### config.mk
export PLATFORM = sky130hd
export DESIGN_NAME = reg_file_sb
export DESIGN_NICKNAME = d
export VERILOG_FILES = /design/src/rtl/rf_pkg.sv /design/src/rtl/rf_scoreboard.sv /design/src/rtl/reg_file_sb.sv
export SDC_FILE = /design/constraint.sdc
export NUM_CORES = 1
export LEC_CHECK = 0
export ABC_AREA = 1
export CAP_MARGIN = 20
export CORE_MARGIN = 3
export CORE_UTILIZATION = 35
export CTS_CLUSTER_DIAMETER = 80
export DETAILED_ROUTE_END_ITERATION = 10
export DONT_BUFFER_PORTS = 1
export GPL_TIMING_DRIVEN = 0
export PLACE_DENSITY = 0.56
export RECOVER_POWER = 100
export SYNTH_ARGS = -nofsm -noshare
export SYNTH_HDL_FRONTEND = slang
export SYNTH_SLANG_ARGS = --single-unit
### constraint.sdc
create_clock -name clk -period 3.5 [get_ports clk]
set_clock_uncertainty 0.05 [all_clocks]
set_input_delay 0.7 -clock clk [delete_from_list [all_inputs] [get_ports clk]]
set_output_delay 0.7 -clock clk [all_outputs]
set_load 0.05 [all_outputs]
### src/rtl/rf_pkg.sv
// Shared definitions for the scoreboarded register file.
// Provides default widths, the clear-FSM state type and a packed-slice helper.
package rf_pkg;

   localparam int unsigned DATA_W_DEF = 32;
   localparam int unsigned ADDR_W_DEF = 3;

   typedef enum logic {
      INIT = 1'b0,
      RUN  = 1'b1
   } rf_state_e;

   // Low bit of lane idx in a packed bus of w-bit lanes.
   function automatic int unsigned slice_lo(input int unsigned idx, input int unsigned w);
      return idx * w;
   endfunction

endpackage

### src/rtl/rf_scoreboard.sv
// Per-register pending bits: a claim marks a register as awaiting a producer,
// a committed write resolves it. Claim beats a same-cycle write.
// Ports:
//   clk, rst               clock, async active-high reset
//   en                     update enable (register file is in RUN)
//   clr_a_en/clr_a_addr    ALU write (resolves pending)
//   clr_b_en/clr_b_addr    ID write (resolves pending)
//   claim_en/claim_addr    new producer claim
//   pending                registered pending vector
module rf_scoreboard #(
   parameter int unsigned ADDR_W   = 3,
   parameter int unsigned ZERO_REG = 0
) (
   input  logic                   clk,
   input  logic                   rst,
   input  logic                   en,
   input  logic                   clr_a_en,
   input  logic [ADDR_W-1:0]      clr_a_addr,
   input  logic                   clr_b_en,
   input  logic [ADDR_W-1:0]      clr_b_addr,
   input  logic                   claim_en,
   input  logic [ADDR_W-1:0]      claim_addr,
   output logic [2**ADDR_W-1:0]   pending
);

   localparam int unsigned DEPTH = 2**ADDR_W;
   localparam bit          ZR    = (ZERO_REG != 0);

   logic [DEPTH-1:0] pending_q, pending_d;

   // Clears first, then the claim, so a claim overrides a same-cycle write.
   always_comb begin
      pending_d = pending_q;
      if (en) begin
         if (clr_a_en) pending_d[clr_a_addr] = 1'b0;
         if (clr_b_en) pending_d[clr_b_addr] = 1'b0;
         if (claim_en) pending_d[claim_addr] = 1'b1;
      end
      if (ZR) pending_d[0] = 1'b0;
   end

   always_ff @(posedge clk or posedge rst) begin
      if (rst) pending_q <= '0;
      else     pending_q <= pending_d;
   end

   assign pending = pending_q;

endmodule

### src/rtl/reg_file_sb.sv
// Parametrised register file with two write ports (ALU, ID), NUM_RD async
// read ports, a post-reset sequential clear, optional write bypass, optional
// hardwired zero register and a pending scoreboard.
// Ports:
//   clk, rst                  clock, async active-high reset
//   rd_addr/rd_data           packed read addresses / data, lane k at k*W
//   rd_pending                pending bit of each addressed register
//   wa_en/wa_addr/wa_data     ALU write port
//   wi_en/wi_addr/wi_data     ID write port (wins on address collision)
//   claim_en/claim_addr       mark a register as awaiting a producer
//   ready                     initial clear finished
//   wr_conflict               one-cycle pulse after a same-address double write
module reg_file_sb
   import rf_pkg::*;
#(
   parameter int unsigned DATA_W   = DATA_W_DEF,
   parameter int unsigned ADDR_W   = ADDR_W_DEF,
   parameter int unsigned NUM_RD   = 2,
   parameter int unsigned BYPASS   = 1,
   parameter int unsigned ZERO_REG = 0
) (
   input  logic                       clk,
   input  logic                       rst,
   input  logic [NUM_RD*ADDR_W-1:0]   rd_addr,
   output logic [NUM_RD*DATA_W-1:0]   rd_data,
   output logic [NUM_RD-1:0]          rd_pending,
   input  logic                       wa_en,
   input  logic [ADDR_W-1:0]          wa_addr,
   input  logic [DATA_W-1:0]          wa_data,
   input  logic                       wi_en,
   input  logic [ADDR_W-1:0]          wi_addr,
   input  logic [DATA_W-1:0]          wi_data,
   input  logic                       claim_en,
   input  logic [ADDR_W-1:0]          claim_addr,
   output logic                       ready,
   output logic                       wr_conflict
);

   localparam int unsigned DEPTH = 2**ADDR_W;
   localparam bit          ZR    = (ZERO_REG != 0);
   localparam bit          BP    = (BYPASS != 0);

   rf_state_e          state_q, state_d;
   logic [ADDR_W-1:0]  cnt_q, cnt_d;
   logic               ready_q, ready_d;
   logic               wr_conflict_q, wr_conflict_d;
   logic [DATA_W-1:0]  mem_q [DEPTH];
   logic [DEPTH-1:0]   pending;

   logic run;
   logic same_addr;
   logic wi_commit;
   logic wa_commit;

   assign run = (state_q == RUN);

   // Clear sequencer: one register per cycle, then RUN until the next reset.
   always_comb begin
      state_d = state_q;
      cnt_d   = cnt_q;
      ready_d = ready_q;
      case (state_q)
         INIT: begin
            cnt_d = cnt_q + ADDR_W'(1);
            if (cnt_q == ADDR_W'(DEPTH - 1)) begin
               state_d = RUN;
               ready_d = 1'b1;
            end
         end
         RUN: ;
      endcase
   end

   // Write commit decode; ID takes the slot when both ports hit one address.
   always_comb begin
      same_addr     = (wa_addr == wi_addr);
      wi_commit     = run && wi_en && !(ZR && (wi_addr == '0));
      wa_commit     = run && wa_en && !(wi_en && same_addr) && !(ZR && (wa_addr == '0));
      wr_conflict_d = run && wa_en && wi_en && same_addr;
   end

   always_ff @(posedge clk or posedge rst) begin
      if (rst) begin
         state_q       <= INIT;
         cnt_q         <= '0;
         ready_q       <= 1'b0;
         wr_conflict_q <= 1'b0;
      end else begin
         state_q       <= state_d;
         cnt_q         <= cnt_d;
         ready_q       <= ready_d;
         wr_conflict_q <= wr_conflict_d;
      end
   end

   // Storage has no reset so it can map onto a RAM; INIT zeroes it instead.
   always_ff @(posedge clk) begin
      if (!run) begin
         mem_q[cnt_q] <= '0;
      end else begin
         if (wi_commit) mem_q[wi_addr] <= wi_data;
         if (wa_commit) mem_q[wa_addr] <= wa_data;
      end
   end

   rf_scoreboard #(
      .ADDR_W   (ADDR_W),
      .ZERO_REG (ZERO_REG)
   ) u_sb (
      .clk        (clk),
      .rst        (rst),
      .en         (run),
      .clr_a_en   (wa_en),
      .clr_a_addr (wa_addr),
      .clr_b_en   (wi_en),
      .clr_b_addr (wi_addr),
      .claim_en   (claim_en),
      .claim_addr (claim_addr),
      .pending    (pending)
   );

   // Read lanes: zero register, then bypass (ID before ALU), then storage.
   for (genvar k = 0; k < NUM_RD; k++) begin : g_rd
      logic [ADDR_W-1:0] a;
      logic [DATA_W-1:0] val;

      assign a = rd_addr[slice_lo(k, ADDR_W) +: ADDR_W];

      always_comb begin
         val = mem_q[a];
         if (!run)                                 val = '0;
         else if (ZR && (a == '0))                 val = '0;
         else if (BP && wi_en && (wi_addr == a))   val = wi_data;
         else if (BP && wa_en && (wa_addr == a))   val = wa_data;
      end

      assign rd_data[slice_lo(k, DATA_W) +: DATA_W] = val;
      assign rd_pending[k] = run & pending[a];
   end

   assign ready       = ready_q;
   assign wr_conflict = wr_conflict_q;

endmodule

==> impl_metrics.yaml <==
global_route:
  grt_util_all_layers_pct: 36.4
  grt_pass1_wl_microns: 145000
  antenna_found_initial: 1
  grt_max_degree: 20
  overflow: 0
  grt_pass1_vias: 19700
timing:
  setup_viol: 26
  worst-slew-pin-transition_ns: 1.52
  drv_slew: 17
  min_period_ns: 3.61
  rsz0062_at_grt: "yes"
  relSlewSlack_pct: -1.18
  fin_crit_sh_pct: 103
  post-route-worst-setup-slack_ns: -0.106
  hold_viol_final: 0
  max_freq_mhz: 277
pwr:
  ir_worst_vdd_mv: 0.268
  power_density_mw_per_mm2: 437
  p_leak_nw: 9.43
synth:
  synth_area_sq_mm: 0.0188
  ys_seq_area_share_pct: 42.7
  yosys.area.top_type: "edfxtp_1"
  synth_top_area_share_pct: 40.8
  synth_edf_count: 256
  postSynthCellCount: 2730
  synthDistinctLibCells: 29
  async_reset_ff_share_pct: 5.19
  synthesis.nets: 2816
  synth_commonest_cells: "963 x nand2_1, 470 x nand3_1, 317 x o21ai_0"
  ys_warn_count: 0
  synthFlopType: "edfxtp_1"
  post-synth-top-count-cell: "nand2_1"
  ys_ff_latch: 270
  synth.area.top_cells: "edfxtp_1 41%, nand2_1 19%, nand3_1 12%, o21ai_0 8.4%, inv_1 5.6%"
  avgSynthCellArea_sq_um: 6.90
worst_setup_path:
  cp-startpoint: "rd_addr[0]"
  start_kind: "input pin"
  r2r-end: "mem_q[3][15]"
  critPathMaxFanout: 10
  crit_end: "rd_data[5]"
  required_ns: 2.75
  timing.rr.start: "run"
  worstSetupPathType: "input pin to output pin"
  rr_worst_depth: 6
  arrival_ns: 2.86
  r2r_setup_slack_ns: 0.01
  end_kind: "output pin"
clock_tree:
  cts_hold_buf: 0
  cts_max_path_buffers: 3
  clk_pin_slew_ns: 0.06
  root_buffer: "clkbuf_16"
  cts.sinks: 270
  h-tree-depth: 2
  clk-insertion-delay-late_ns: 0.56
  cts_tree: "built"
  numCtsBuffers: 34
detailed_routing:
  drc: 0
  vias: 21300
  firstDrtPassIters: 8
  wirelength_microns: 106000
  viasPerCell: 6.08
  antenna_left: 0
  drtIter0Drc: 3493
  routedWlPerCell_microns: 30.4
job:
  maxCapViolCount: 1
final_layout:
  fin_area_sq_mm: 0.0217
  nets: 2871
  drive_gt1_share_pct: 9.75
  fill_cells: 5443
  fin_util_pct: 41.0
  area_growth_pct: 15.0
worst_hold_path:
  min_path_type: "input pin to asynchronous set/reset pin"
floorplanning:
  pin_count: 152
  die_y_microns: 238
  die-area_sq_mm: 0.0566
  core_sq_mm: 0.0529
  rows: 84
  fp.dieW_microns: 238
  initial_core_util_pct: 35.6
outcome:
  violations: "capacitance limit, slew limit, setup timing"
  outcome: "finished with violations"
placement:
  place_worst_setup_slack_ns: -0.793
  portBuffers: 0
  placedInstanceArea_sq_mm: 0.0201
  dp_hpwl_microns: 71500
  place_congestion: 1.00
## layout make-up
type	instances	area (sq um)	area share, %
Multi-Input combinational cell	1974	9380	43.3
Sequential cell	270	8040	37.1
Inverter	286	1070	4.96
Buffer	200	1010	4.68
Clock buffer	43	885	4.08
Tap cell	688	861	3.97
Timing Repair Buffer	19	241	1.11
Clock inverter	17	155	0.716
Antenna cell	4	10.0	0.0462
## flip-flops by register name, indices dropped and copies added, names as in the netlist
name and flops:
mem_q 256, u_sb.pending 8, run 1, wr_conflict 1, cnt_q 3, ready 1
## routing by layer
layer,vias to the layer above,part of all wire (%),global-route usage (%)
li1,9068,-,-
met5,-,0.0038,0
met3,400,14,10.1
met2,1905,42,53.8
met4,2,6.7,22.0
met1,9920,37,47.5
## stage by stage
step,total power [mW],setup TNS (ns),instances,hold WS (ns)
floorplan,5.05,-74.64,2730,0.415
global placement,5.73,-864.65,3418,0.437
detailed placement,5.79,-34.86,3434,0.446
CTS,9.32,0,3494,0.0555
global route,9.61,-0.264,3497,0.0779
finish,9.46,-1.10,3501,0.0323
## worst max-delay path, stage by stage
cell,delay [ns]
buf_4,0.20
buf_2,0.33
clkbuf_1,0.77
nand2_1,0.14
nand3_1,0.12
nand3_1,0.11
nand3_1,0.29
a21oi_4,0.18
## cells in the final DEF, fill, tap and decap left out, types with 5 or more instances in the layout
cell / netlist / layout
clkbuf_4: 5 / 16
clkbuf_2: 0 / 35
nand2_1: 963 / 963
nand3_1: 470 / 470
edfxtp_1: 256 / 256
a21oi_1: 70 / 8
o21ai_0: 317 / 346
or2_2: 12 / 12
clkbuf_16: 0 / 34
buf_4: 10 / 7
buf_2: 65 / 51
a21oi_4: 0 / 58
dfrtp_1: 14 / 14
clkbuf_1: 69 / 78
buf_6: 24 / 11
inv_1: 280 / 280
clkinv_2: 0 / 9
inv_2: 6 / 6
a21oi_2: 1 / 5
o21ai_2: 0 / 5
nor2_1: 82 / 82
buf_1: 27 / 18
## repair_timing
item                                    CTS  global route
gates resized for setup                 151            42
buffers inserted                          0             3
pin swaps                                 0             5
hold endpoints to repair                  0             0
endpoints found under the setup margin   66            51
## worst min path at each step
stage | from | endpoint | slack (ns) | cells past startpoint
after floorplan | cnt_q[0] | cnt_q[0] | 0.41 | 1
after global placement | cnt_q[0] | cnt_q[0] | 0.44 | 1
after detailed placement | cnt_q[0] | cnt_q[0] | 0.45 | 1
after CTS | rst | wr_conflict | 0.06 | 1
after global routing | rst | wr_conflict | 0.08 | 1
final | rst | wr_conflict | 0.03 | 1
## power by group
part / internal (mW) / switching, mW / leakage [nW]
Combinational: 0.506 / 1.77 / 6.12
Clock: 1.95 / 1.54 / 0.516
Sequential: 3.64 / 0.0436 / 2.79
Total: 6.10 / 3.36 / 9.43
## kinds of logic after synthesis
family,synth area share (%)
AND/OR/NAND/NOR,34.1
buffers and inverters,11.4
AO/OA/AOI/OAI,11.6
flip-flops,42.7
XOR/XNOR,0.140
adder cells (fa/ha/maj),0.133
Power figures use the tool's default switching activity.
